[config.mk]
export PLATFORM = sky130hd
export DESIGN_NAME = alu_stream_core
export DESIGN_NICKNAME = d
export VERILOG_FILES = /design/src/rtl/alu_stream_core.sv
export SDC_FILE = /design/constraint.sdc
export NUM_CORES = 1
export LEC_CHECK = 0
export CORE_MARGIN = 2
export CORE_UTILIZATION = 35
export DETAILED_ROUTE_END_ITERATION = 8
export SETUP_SLACK_MARGIN = 0.02
export SYNTH_ARGS = -nofsm -noshare
export SYNTH_HDL_FRONTEND = slang
export SYNTH_SLANG_ARGS = --single-unit
[constraint.sdc]
create_clock -name clk -period 3.6 [get_ports clk]
set_input_delay 0.72 -clock clk [delete_from_list [all_inputs] [get_ports clk]]
set_output_delay 0.72 -clock clk [all_outputs]
set_load 0.005 [all_outputs]
[src/rtl/alu_stream_core.sv]
// Byte-stream ALU: opcode, A, B in (MSB first), WIDTH-bit result out, iterative MUL/DIV.
// Optional macro ALU_STATUS_EN appends a {5'b0, div0, borrow, carry} status byte to each result.
module alu_stream_core #(
  parameter int WIDTH = 16
) (
  input  logic       clk,
  input  logic       rst,
  input  logic [7:0] in_data,
  input  logic       in_valid,
  output logic       in_ready,
  output logic [7:0] out_data,
  output logic       out_valid,
  input  logic       out_ready,
  output logic       busy,
  output logic       err_div0,
  output logic       err_op
);

  localparam int NBYTES = WIDTH / 8;
`ifdef ALU_STATUS_EN
  localparam int OBYTES = NBYTES + 1;
`else
  localparam int OBYTES = NBYTES;
`endif
  localparam int OBW = OBYTES * 8;
  localparam logic [5:0] LAST_BYTE = 6'(NBYTES - 1);
  localparam logic [5:0] OUT_LAST  = 6'(OBYTES - 1);
  localparam logic [5:0] ITERS     = 6'(WIDTH);

  localparam logic [2:0] OP_ADD = 3'd0, OP_SUB = 3'd1, OP_MUL_LO = 3'd2,
                         OP_MUL_HI = 3'd3, OP_DIV_Q = 3'd4, OP_DIV_R = 3'd5;

  typedef enum logic [2:0] {S_IDLE, S_LOAD_A, S_LOAD_B, S_EXEC, S_SEND} state_t;

  state_t             state_q;
  logic [2:0]         op_q;
  logic [WIDTH-1:0]   a_q, b_q;
  logic [2*WIDTH-1:0] acc_q;
  logic [5:0]         cnt_q;
  logic [OBW-1:0]     out_buf_q;
  logic               in_ready_q, out_valid_q, busy_q, err_div0_q, err_op_q;
  logic [7:0]         out_data_q;

  logic [WIDTH-1:0]   add_d, sub_d, rem_d, res_d;
  logic [WIDTH:0]     mul_sum_d, r_sh_d;
  logic [2*WIDTH-1:0] mul_d, div_d;
  logic               ge_d, is_div_d, div0_d, exec_done_d;
  logic [OBW-1:0]     frame_d;

  // acc_q holds {partial product, multiplier} for MUL and {remainder, quotient} for DIV
  always_comb begin
    add_d       = a_q + b_q;
    sub_d       = a_q - b_q;
    mul_sum_d   = {1'b0, acc_q[2*WIDTH-1:WIDTH]} + (acc_q[0] ? {1'b0, b_q} : '0);
    mul_d       = {mul_sum_d, acc_q[WIDTH-1:1]};
    r_sh_d      = {acc_q[2*WIDTH-1:WIDTH], acc_q[WIDTH-1]};
    ge_d        = r_sh_d >= {1'b0, b_q};
    rem_d       = ge_d ? WIDTH'(r_sh_d - {1'b0, b_q}) : r_sh_d[WIDTH-1:0];
    div_d       = {rem_d, acc_q[WIDTH-2:0], ge_d};
    is_div_d    = (op_q == OP_DIV_Q) || (op_q == OP_DIV_R);
    div0_d      = is_div_d && (b_q == '0);
    exec_done_d = div0_d || (cnt_q == 6'd1);
    case (op_q)
      OP_ADD:    res_d = add_d;
      OP_SUB:    res_d = sub_d;
      OP_MUL_LO: res_d = mul_d[WIDTH-1:0];
      OP_MUL_HI: res_d = mul_d[2*WIDTH-1:WIDTH];
      OP_DIV_Q:  res_d = div0_d ? '1 : div_d[WIDTH-1:0];
      OP_DIV_R:  res_d = div0_d ? a_q : div_d[2*WIDTH-1:WIDTH];
      default:   res_d = '0;
    endcase
`ifdef ALU_STATUS_EN
    frame_d = {res_d, 5'b0, div0_d, (op_q == OP_SUB) && (a_q < b_q),
               (op_q == OP_ADD) && (add_d < a_q)};
`else
    frame_d = res_d;
`endif
  end

  always_ff @(posedge clk) begin
    if (!rst) begin
      state_q     <= S_IDLE;
      op_q        <= '0;
      a_q         <= '0;
      b_q         <= '0;
      acc_q       <= '0;
      cnt_q       <= '0;
      out_buf_q   <= '0;
      in_ready_q  <= 1'b0;
      out_valid_q <= 1'b0;
      out_data_q  <= '0;
      busy_q      <= 1'b0;
      err_div0_q  <= 1'b0;
      err_op_q    <= 1'b0;
    end else begin
      err_op_q <= 1'b0;
      case (state_q)
        S_IDLE: begin
          in_ready_q <= 1'b1;
          if (in_valid && in_ready_q) begin
            if (in_data[2:0] > OP_DIV_R) begin
              err_op_q <= 1'b1;
            end else begin
              op_q       <= in_data[2:0];
              busy_q     <= 1'b1;
              err_div0_q <= 1'b0;
              cnt_q      <= LAST_BYTE;
              state_q    <= S_LOAD_A;
            end
          end
        end
        S_LOAD_A: begin
          if (in_valid && in_ready_q) begin
            a_q <= (a_q << 8) | WIDTH'(in_data);
            if (cnt_q == '0) begin
              cnt_q   <= LAST_BYTE;
              state_q <= S_LOAD_B;
            end else begin
              cnt_q <= cnt_q - 6'd1;
            end
          end
        end
        S_LOAD_B: begin
          if (in_valid && in_ready_q) begin
            b_q <= (b_q << 8) | WIDTH'(in_data);
            if (cnt_q == '0) begin
              in_ready_q <= 1'b0;
              acc_q      <= {{WIDTH{1'b0}}, a_q};
              cnt_q      <= (op_q >= OP_MUL_LO) ? ITERS : 6'd1;
              state_q    <= S_EXEC;
            end else begin
              cnt_q <= cnt_q - 6'd1;
            end
          end
        end
        S_EXEC: begin
          if (op_q == OP_MUL_LO || op_q == OP_MUL_HI) acc_q <= mul_d;
          else if (is_div_d) acc_q <= div_d;
          cnt_q <= cnt_q - 6'd1;
          if (exec_done_d) begin
            out_buf_q  <= frame_d;
            err_div0_q <= err_div0_q | div0_d;
            cnt_q      <= OUT_LAST;
            state_q    <= S_SEND;
          end
        end
        S_SEND: begin
          // first byte is loaded one cycle after EXEC; later bytes follow each accept
          if (!out_valid_q) begin
            out_valid_q <= 1'b1;
            out_data_q  <= out_buf_q[OBW-1 -: 8];
            out_buf_q   <= out_buf_q << 8;
          end else if (out_ready) begin
            if (cnt_q == '0) begin
              out_valid_q <= 1'b0;
              out_data_q  <= '0;
              busy_q      <= 1'b0;
              in_ready_q  <= 1'b1;
              state_q     <= S_IDLE;
            end else begin
              out_data_q <= out_buf_q[OBW-1 -: 8];
              out_buf_q  <= out_buf_q << 8;
              cnt_q      <= cnt_q - 6'd1;
            end
          end
        end
        default: state_q <= S_IDLE;
      endcase
    end
  end

  assign in_ready  = in_ready_q;
  assign out_data  = out_data_q;
  assign out_valid = out_valid_q;
  assign busy      = busy_q;
  assign err_div0  = err_div0_q;
  assign err_op    = err_op_q;

endmodule

==> results.md <==
- Outcome: completed
- Setup crit start kind: flop
- Clock tree from TritonCTS: yes
- Setup repair after global routing missed its margin: no
- DR vias/cell: 5.711
- Placer congestion estimate: 0.9668
- Critical Path AT: 3.63 ns
- Final wirelength: 29330 µm
- Startpoint-to-endpoint class of the critical path: flop to flop
- Via count of the first global-routing pass: 7666
- Standard-cell row count: 56
- Worst hold path type: flop to flop
- Bufs and invs on worst path: 1
- Post-synthesis average cell area: 7.638 µm²
- Critical path required time: 3.89 ns
- Total grt overflow: 0
- Number of vias after detailed routing: 8281
- Worst Hold Depth: 2
- Number of clock sinks seen by CTS: 105
- Area occupied by registers: 0.002102 mm²
- Share of flip-flops with an asynchronous set or reset: 0%
- Count of mapped cells out of synthesis: 1092
- Max-Slew Margin vs Limit: 42.00%
- Number of I/O pins: 25
- Port Buffer Count: 24
- Number of synthesized flops with an enable pin: 0
- Main synth FF type: dfxtp_1
- Worst clock skew: 0.01477 ns
- Max Fanout on Critical Path: 6
- Worst Reg-to-Reg Cells: 14
- Post-route ant nets: 0
- Number of DRC markers in iteration 0: 746
- CP cell instances: inv_1 -> ha_1 -> nand2b_1 -> nor4_4 -> a31oi_1 -> xnor2_1 -> ha_1 -> or2_2 -> a21oi_1 -> a31oi_1 -> a31oi_1 -> mux2_2 -> o2111ai_1 -> o2bb2ai_1
- Number of remaining DRC errors: 0
- Count of warnings emitted by yosys: 0
- Global-route wire length before repair: 45410 µm
- Number of hold violations in the final report: 0
- Worst reg2reg startpoint: b_q[1]
- Mapped Nets: 1162
- Min Tclk post-route: 3.343 ns
- Stage delay of the slowest cell on the critical path: 0.37 ns
- Total iterations of the first detailed-routing run: 5
- Power density cells: 255.4 mW/mm²
- Pin count of the biggest net entering global routing: 74
- Total routing resource utilization after global routing: 23.94%
- Proportion of layout cells with a drive suffix above 1: 9.814%
- Clock insertion delay at the later pin of the skew report: 0.37 ns
- # Max-Cap Violations: 0
- DP HPWL: 22980 µm
- Layout Area Growth over Synthesis: 14.19%
- Final-report max-slew violation count: 0
- Maximum level of the CTS H-tree: 3
- ANT cells: 0
- Horizontal die dimension: 158.4 µm
- Core outline area: 0.02340 mm²
- Start point of the worst hold path: out_buf_q[6]
- Biggest area contributors in the synthesized netlist: dfxtp_1, ha_1, mux2i_1
- Actual slew at the worst max-slew pin: 0.8669 ns
- Routed length per instance: 20.23 µm
- # setup viols final: 0
- Filler cell count: 2482
- Type of destination of the critical path: flop
- VDD IR-drop max: 0.2445 mV
- Cell area after synthesis: 0.008340 mm²
- Setup TNS after final layout: 0 ns
- Critical-path cell with the highest stage delay: dfxtp_1
- Share of the synthesized area in the top cell type: 25.20%
- Critical register-to-register path endpoint: out_buf_q[14]
- Post-Route Utilization: 40.70%
- Die H: 158.4 µm
- Cell family with the largest share of critical-path delay: compound AO/OA/AOI/OAI gates
- Total of flip-flops plus latches after synthesis: 105
- Cell type with the highest occurrence count on the critical path: a31oi_1
- Clock buffers created by TritonCTS: 9
- Net total in the final layout: 1196
- Sequential area share after synthesis: 25.20%
- Total leakage power: 3.585 nW
- Reg2Reg Setup Slack: 0.26 ns
- Worst-case hold path end point: out_buf_q[6]
- Biggest area consumer among synthesized cells: dfxtp_1
- Area enclosed by the die boundary: 0.02508 mm²
- Root buf cell: clkbuf_16
- Post-CTS setup buffer count: 0
- Clock transition time at the flip-flop clock pins of the worst setup and hold paths: 0.08 ns
- Buffer levels on the longest clock path: 2
- Max Fclk: 299.1 MHz
- Share of the clock period used by the worst path after layout: 92.87%
- Initial antenna violation count: 0
- Combined area of the multi-input logic cells: 0.005878 mm²
- Synth cell types: 76
- Initial Utilization: 35.64%
where the power goes:
part           switching, mW  internal [mW]  total, mW
clock                  0.519          0.485       1.00
combinational          0.156         0.0935      0.250
sequential            0.0118           1.17       1.18
total                  0.687           1.75       2.43
layer usage:
| layer | global-route usage (%) | wire [µm] | vias up |
|---|---|---|---|
| met5 | 0 | 0 | - |
| met4 | 10.77 | 1336 | 0 |
| met3 | 3.430 | 1585 | 72 |
| met2 | 37.02 | 12900 | 264 |
| met1 | 33.01 | 13510 | 3896 |
| li1 | - | - | 4049 |
placed cells by master (no fill, tap or decap), drive strengths merged, types with 10 or more instances in the layout:
cell	synthesis	final
a22oi	17	17
mux2	10	10
mux2i	53	53
nand3	28	28
nand2b	11	11
nand2	138	138
nor3	31	31
a31oi	21	21
inv	50	54
dfxtp	105	105
o211ai	25	25
and3	17	17
nor2	82	82
a21oi	102	102
a221oi	12	12
xnor2	31	31
and2	23	23
buf	11	56
o21a	16	16
clkdlybuf4s50	0	24
xor2	16	16
ha	55	55
o21ai	66	66
worst max path at each step:
stage | from | end | slack (ns) | depth (start not counted)
finish | b_q[1] | out_buf_q[14] | 0.26 | 14
global route | b_q[1] | out_buf_q[9] | 0.04 | 13
CTS | b_q[2] | out_buf_q[14] | 0.15 | 13
detailed placement | b_q[2] | out_buf_q[14] | 0.20 | 13
global placement | b_q[2] | out_buf_q[14] | 0.22 | 13
floorplan | b_q[2] | out_buf_q[14] | 0.30 | 13
stage by stage:
stage	hold WS, ns	worst slack, ns	total power [mW]	std cells	area [µm²]
after global placement	0.4675	0.2160	1.452	1434	9199
after floorplan	0.4249	0.3012	1.357	1092	8341
final	0.4825	0.2568	2.433	1450	9524
after CTS	0.4890	0.1490	2.440	1450	9483
after detailed placement	0.4776	0.2006	1.451	1434	9199
after global routing	0.5315	0.03962	2.511	1450	9524
timing repair:
action / CTS / global route
gates resized for setup: 0 / 7
endpoints found under the setup margin: 0 / 4
hold buffers: 0 / 0
state kept, by name, summed over array words and instances (netlist names):
name,cells
acc_q,32
out_valid,1
in_ready,1
out_data,8
err_div0,1
a_q,16
state_q,3
err_op,1
out_buf_q,16
cnt_q,6
b_q,16
busy,1
op_q,3
cell usage after synthesis (6+ instances only):
| master | number |
|---|---|
| nor2b_1 | 9 |
| nand2_1 | 135 |
| mux2_2 | 10 |
| dfxtp_1 | 105 |
| a211o_1 | 6 |
| o31ai_1 | 6 |
| xor2_1 | 16 |
| nand2b_1 | 11 |
| a22oi_1 | 17 |
| a211oi_1 | 7 |
| nand3_1 | 28 |
| nor3_1 | 31 |
| a21oi_1 | 101 |
| and2_1 | 22 |
| clkbuf_1 | 45 |
| or3_1 | 6 |
| a31oi_1 | 21 |
| a21o_1 | 8 |
| o21a_1 | 16 |
| o211ai_1 | 25 |
| mux2i_1 | 53 |
| and3_1 | 17 |
| nor2_1 | 82 |
| ha_1 | 55 |
| o21ai_1 | 9 |
| inv_1 | 50 |
| a221oi_1 | 10 |
| o21ai_0 | 56 |
| xnor2_1 | 31 |
cell type report:
type / instances / share of cell area, %
multi-input cells: 880 / 61.72
clock buffers: 9 / 2.365
clock inverters: 7 / 0.6174
repair buffers: 80 / 7.068
well taps: 319 / 4.191
flip-flops and latches: 105 / 22.07
inverters: 50 / 1.971
worst min-delay path, stage by stage, from the launching register on:
cell	delay, ns
dfxtp_1	0.32
nand2_1	0.05
o21ai_0	0.06
cell families (layout without fill, tap and decap cells):
| family | after synthesis | in the layout | share of synthesized area [%] |
|---|---|---|---|
| adder cells (fa/ha/maj) | 59 | 59 | 9.091 |
| AND/OR/NAND/NOR | 366 | 366 | 20.57 |
| flip-flops | 105 | 105 | 25.20 |
| multiplexers | 63 | 63 | 7.711 |
| AO/OA/AOI/OAI | 345 | 345 | 27.50 |
| XOR/XNOR | 47 | 47 | 4.935 |
| buffers and inverters | 107 | 146 | 4.995 |
Power figures use the tool's default switching activity.
